$ cat config.mk
export PLATFORM = sky130hd
export DESIGN_NAME = sample_iter
export DESIGN_NICKNAME = d
export VERILOG_FILES = /design/src/rtl/sample_iter.sv
export SDC_FILE = /design/constraint.sdc
export NUM_CORES = 1
export LEC_CHECK = 0
export ABC_AREA = 0
export CAP_MARGIN = 5
export CORE_AREA = 2 2 281 283
export CTS_BUF_LIST = sky130_fd_sc_hd__clkbuf_4
export CTS_CLUSTER_SIZE = 10
export DETAILED_ROUTE_END_ITERATION = 8
export DIE_AREA = 0 0 283 285
export SLEW_MARGIN = 20
export SYNTH_ARGS = -nofsm -noshare
export SYNTH_HDL_FRONTEND = slang
export SYNTH_SLANG_ARGS = --single-unit
$ cat constraint.sdc
create_clock -name clk -period 13.6 [get_ports clk]
set_input_delay 3.4 -clock clk [delete_from_list [all_inputs] [get_ports clk]]
set_output_delay 3.4 -clock clk [all_outputs]
set_load 0.05 [all_outputs]
$ cat src/rtl/sample_iter.sv
// sample_iter: walks every subsample of a triangle's bounding box in raster order,
// one per cycle, holding the upstream bbox stage through halt_RnnnnL while busy.
module sample_iter #(
  parameter int SIGFIG = 24,
  parameter int RADIX  = 10,
  parameter int VERTS  = 3,
  parameter int AXIS   = 3,
  parameter int COLORS = 3
) (
  input  logic                                          clk,
  input  logic                                          rst,
  input  logic signed [VERTS-1:0][AXIS-1:0][SIGFIG-1:0] tri_R13S,
  input  logic        [COLORS-1:0][SIGFIG-1:0]          color_R13U,
  input  logic signed [1:0][1:0][SIGFIG-1:0]            box_R13S,
  input  logic                                          validTri_R13H,
  input  logic        [3:0]                             subSample_RnnnnU,
  output logic                                          halt_RnnnnL,
  output logic signed [VERTS-1:0][AXIS-1:0][SIGFIG-1:0] tri_R14S,
  output logic        [COLORS-1:0][SIGFIG-1:0]          color_R14U,
  output logic signed [1:0][SIGFIG-1:0]                 sample_R14S,
  output logic                                          validSamp_R14H
);
  localparam logic WAIT_STATE = 1'b0;
  localparam logic TEST_STATE = 1'b1;
  logic state_q, state_d, valid_q, valid_d;
  logic [VERTS-1:0][AXIS-1:0][SIGFIG-1:0] tri_q, tri_d;
  logic [COLORS-1:0][SIGFIG-1:0] color_q, color_d;
  logic signed [SIGFIG-1:0] sx_q, sx_d, sy_q, sy_d, llx_q, llx_d, urx_q, urx_d, ury_q, ury_d;
  logic signed [SIGFIG-1:0] in_llx, in_lly, in_urx, in_ury, step;
  logic [1:0] ss_w_lg2;
  logic x_end, y_end, at_end, accept, single;
  assign in_llx = $signed(box_R13S[0][0]);
  assign in_lly = $signed(box_R13S[0][1]);
  assign in_urx = $signed(box_R13S[1][0]);
  assign in_ury = $signed(box_R13S[1][1]);
  assign ss_w_lg2 = subSample_RnnnnU[0] ? 2'd3 : subSample_RnnnnU[1] ? 2'd2 :
                    subSample_RnnnnU[2] ? 2'd1 : 2'd0;
  assign step = SIGFIG'(1) << (RADIX - int'(ss_w_lg2));
  assign x_end = sx_q + step > urx_q;
  assign y_end = sy_q + step > ury_q;
  assign at_end = x_end && y_end;
  assign halt_RnnnnL = (state_q == WAIT_STATE) || at_end;
  assign accept = halt_RnnnnL && validTri_R13H;
  // An inverted box on either axis collapses to its LL sample alone.
  assign single = (in_llx + step > in_urx && in_lly + step > in_ury) ||
                  in_urx < in_llx || in_ury < in_lly;
  always_comb begin
    tri_d = tri_q;
    color_d = color_q;
    llx_d = llx_q;
    urx_d = urx_q;
    ury_d = ury_q;
    sx_d = sx_q;
    sy_d = sy_q;
    valid_d = 1'b0;
    state_d = WAIT_STATE;
    if (accept) begin
      tri_d = tri_R13S;
      color_d = color_R13U;
      llx_d = in_llx;
      urx_d = in_urx;
      ury_d = in_ury;
      sx_d = in_llx;
      sy_d = in_lly;
      valid_d = 1'b1;
      state_d = single ? WAIT_STATE : TEST_STATE;
    end else if (state_q == TEST_STATE && !at_end) begin
      valid_d = 1'b1;
      state_d = TEST_STATE;
      sx_d = x_end ? llx_q : sx_q + step;
      sy_d = x_end ? sy_q + step : sy_q;
    end
  end
  always_ff @(posedge clk or negedge rst) begin
    if (!rst) begin
      state_q <= WAIT_STATE;
      valid_q <= 1'b0;
      tri_q <= '0;
      color_q <= '0;
      llx_q <= '0;
      urx_q <= '0;
      ury_q <= '0;
      sx_q <= '0;
      sy_q <= '0;
    end else begin
      state_q <= state_d;
      valid_q <= valid_d;
      tri_q <= tri_d;
      color_q <= color_d;
      llx_q <= llx_d;
      urx_q <= urx_d;
      ury_q <= ury_d;
      sx_q <= sx_d;
      sy_q <= sy_d;
    end
  end
  assign tri_R14S = tri_q;
  assign color_R14U = color_q;
  assign sample_R14S = {sy_q, sx_q};
  assign validSamp_R14H = valid_q;
endmodule

==> flow_metrics.tcl <==
set metrics [dict create \
    place.gp.congestion 0.925 \
    clock_pin_slew_on_the_worst_setup_and_hold_paths_ns 0.06 \
    yosys_register_bits 410 \
    io_pins 729 \
    worst_endpoint_required_time_ns 10.20 \
    floorplan.core_area_um2 78000 \
    grt_pass1_wl_um 137000 \
    dieWidth_um 283 \
    drcViolationCount 0 \
    power-per-cell-area_nw_per_um2 318 \
    drv_slew 0 \
    clock.fmax_mhz 77.1 \
    router_iterations_before_antenna_repair 5 \
    worst-path-buf-inv 3 \
    synth-async-reset-ratio 1.00 \
    critical-path-top-delay-family "simple AND/OR/NAND/NOR gates" \
    detailroute.via_count 19955 \
    top_layer_used "met4" \
    tritoncts_clock_tree "yes" \
    worst_setup_sp_type "input port" \
    placedCellCount 3808 \
    synth.cell_area_um2 23900 \
    fin_tns_setup_ns 0 \
    critical_path.endpoint_type "primary output" \
    drt-initial-drc-count 1227 \
    synth_fa_ha_area_frac 0.110 \
    syn_to_final_growth_pct 41.0 \
    die_height_um 285 \
    timing.final.hold_violations 0 \
    cp_slowest_cell "sky130_fd_sc_hd__a311oi_1" \
    detailroute.wirelength.met2_um 43400 \
    grt_max_degree 169 \
    dp_hpwl_um 73300 \
    avgSynthCellArea_um2 11.7 \
    clock_tree.buffer_depth 3 \
    io_buffers 727 \
    routed_via_density 4.96 \
    worstPathMaxFanout 7 \
    max_cap_violations 0 \
    post_synth_and_or_nand_nor_area_fraction 0.0753 \
    critical_path_arrival_ns 9.57 \
    avgRoutedWirePerCell_um 23.2 \
    hold_ws_ns 0.505 \
    yosys.area_share.xor_xnor 0.0308 \
    final_layout_size_suffix_gt1_frac 0.183 \
    period_share 0.954 \
    cts_resized 0 \
    timing.max_slew.rel_slack 0.271 \
    post_synth_mux_area_share 0.193 \
    clkLatencyLatePin_ns 0.88 \
    groute.usage.overall 0.225 \
    cts_setup_buffers 0 \
    synth_top_family_by_area "multiplexers" \
    power.leakage_nw 15.1 \
    path_cells "clkdlybuf4s50_1, nor3b_1, ha_1, or2_2, a21oi_1, a21oi_1, a311oi_1, nor3_1, xnor2_1, ha_1, nand4_1, nor4_2, o31a_1, or3_1, and3_1, nand2_2, inv_2, clkdlybuf4s50_1" \
    grt_setup_unrepaired "no" \
    clock_tree.root_cell "sky130_fd_sc_hd__clkbuf_4" \
    synth.distinct_cells 77 \
    timing_worst_setup_path_type "input port to primary output" \
    initial_utilization 0.307 \
    detailroute.wirelength.met3_um 9570 \
    hold_path_class "flop to flop" \
    status "completed" \
    design.die.area_um2 80700 \
    grt_antenna_before_repair 10 \
    synthCells 2038 \
    finish.utilization 0.432 \
    layout.nets 3478 \
    peakVddDrop_mv 0.237 \
    cts_max_level 3 \
    drtAntennaViolNets 0 \
    tritoncts.num_buffers 118 \
    period_needed_ns 12.97 \
    finalClockSkew_ns 0.0640 \
    synth_enable_flop_cells 0 \
    gr-total-overflow 0 \
    postCtsHoldBufs 0 \
    critical_path.max_stage_delay_ns 0.96 \
    synth_compound_gate_area_share 0.104 \
    tightestPinTransition_ns 1.09 \
    synth_top_flop_cell "sky130_fd_sc_hd__dfrtp_1" \
    number_of_global_route_vias_before_repair 20736 \
    wl_met1_um 38000 \
    layout.cells.non_filler 4027 \
    setup_viol 0 \
    clkSinkCount 410 \
    placement_rows 103 \
    ys_seq_area_frac 0.429 \
    routed_wl_um 93300 \
    yosys_warnings 0 \
]
-- final timing paths --
kind / slack [ns] / start / cells after the start / end
min in group asynchronous: 2.56 / rst / 1 / tri_R14S[80]$_DFFE_PN0P_
worst min register to register: 0.50 / color_R14U[61]$_DFFE_PN0P_ / 1 / color_R14U[61]$_DFFE_PN0P_
max in group asynchronous: 8.84 / rst / 3 / color_R14U[58]$_DFFE_PN0P_
worst max-delay path: 0.63 / subSample_RnnnnU[0] / 18 / halt_RnnnnL
worst max register to register: 6.95 / sy_q[8]$_DFFE_PN0P_ / 17 / color_R14U[37]$_DFFE_PN0P_
worst min-delay path: 0.50 / color_R14U[61]$_DFFE_PN0P_ / 1 / color_R14U[61]$_DFFE_PN0P_
-- power breakdown --
group / internal (mW) / total [mW] / switching (mW)
Clock: 0.592 / 1.18 / 0.586
Sequential: 1.90 / 2.37 / 0.473
Combinational: 2.85 / 7.17 / 4.32
Total: 5.34 / 10.7 / 5.37
-- cell families after synthesis --
logic type	Yosys count
multiplexers	347
AO/OA/AOI/OAI	389
XOR/XNOR	84
adder cells (fa/ha/maj)	209
AND/OR/NAND/NOR	351
buffers and inverters	246
other	2
flip-flops	410
-- placed cells by master (no fill, tap or decap), drive strengths merged, types with 8 or more instances in the layout --
cell / count
clkbuf: 175
o21ai: 95
a21oi: 107
conb: 50
buf: 23
nor2: 48
a211oi: 19
nand3: 79
nand2b: 9
nor4: 8
nor3: 27
a22oi: 15
nor2b: 16
clkinv: 35
o211ai: 34
xor2: 32
inv: 173
nand2: 89
dfrtp: 410
mux2: 313
nand4: 30
a31oi: 11
mux2i: 34
ha: 206
o2bb2ai: 16
xnor2: 52
a21o: 25
clkdlybuf4s50: 725
-- layout make-up --
class / count / area, µm²
Multi-Input combinational cell: 1430 / 12500
Clock inverter: 38 / 193
Fill cell: 7307 / 44300
Clock buffer: 175 / 1310
Sequential cell: 410 / 10300
Inverter: 170 / 638
Antenna cell: 6 / 15.0
Timing Repair Buffer: 748 / 7480
Tap cell: 1050 / 1310
-- synthesized netlist by cell type, types with 7 or more instances --
cell type | instances | area (µm²)
sky130_fd_sc_hd__buf_4 | 10 | 75.1
sky130_fd_sc_hd__inv_1 | 169 | 634
sky130_fd_sc_hd__a31oi_1 | 11 | 68.8
sky130_fd_sc_hd__a211oi_1 | 19 | 143
sky130_fd_sc_hd__nand2b_1 | 9 | 56.3
sky130_fd_sc_hd__a21oi_1 | 107 | 536
sky130_fd_sc_hd__o31ai_1 | 7 | 52.6
sky130_fd_sc_hd__ha_1 | 206 | 2580
sky130_fd_sc_hd__nand4_1 | 30 | 188
sky130_fd_sc_hd__mux2_2 | 113 | 1270
sky130_fd_sc_hd__o211ai_1 | 32 | 240
sky130_fd_sc_hd__or3_1 | 7 | 43.8
sky130_fd_sc_hd__o2bb2ai_1 | 16 | 140
sky130_fd_sc_hd__buf_2 | 10 | 50.1
sky130_fd_sc_hd__xor2_1 | 32 | 280
sky130_fd_sc_hd__and3_1 | 7 | 43.8
sky130_fd_sc_hd__dfrtp_1 | 410 | 10300
sky130_fd_sc_hd__nor3_1 | 27 | 135
sky130_fd_sc_hd__a21o_1 | 25 | 188
sky130_fd_sc_hd__buf_12 | 22 | 440
sky130_fd_sc_hd__a22oi_1 | 15 | 113
sky130_fd_sc_hd__nor2_1 | 47 | 176
sky130_fd_sc_hd__o22ai_1 | 7 | 43.8
sky130_fd_sc_hd__xnor2_1 | 52 | 455
sky130_fd_sc_hd__nand2_1 | 88 | 330
sky130_fd_sc_hd__mux2i_1 | 34 | 340
sky130_fd_sc_hd__mux2_4 | 200 | 3000
sky130_fd_sc_hd__clkbuf_1 | 29 | 109
sky130_fd_sc_hd__nand3_1 | 78 | 390
sky130_fd_sc_hd__o21ai_0 | 91 | 455
sky130_fd_sc_hd__nor2b_1 | 16 | 100
-- registers in the layout, summed over array words and instances (netlist names) --
name	cells
urx_q	24
color_R14U	72
sy_q	24
ury_q	24
state_q	1
validSamp_R14H	1
tri_R14S	216
llx_q	24
sx_q	24
-- layer usage --
| metal | vias to the layer above | GRT usage |
|---|---|---|
| met5 | - | 0 |
| met4 | 0 | 0.0658 |
| met3 | 149 | 0.0938 |
| met2 | 811 | 0.363 |
| met1 | 9904 | 0.273 |
| li1 | 9091 | - |
-- through the flow --
stage / total power [mW] / cell area [µm²] / setup WS, ns
after global placement: 9.40 / 32200 / 0.996
after global routing: 11.3 / 33700 / 0.317
after CTS: 10.8 / 33700 / 0.754
final: 10.7 / 33700 / 0.632
after floorplan: 7.43 / 24100 / 2.94
after detailed placement: 9.51 / 32200 / 0.784
(Power assumes the default switching activity.)
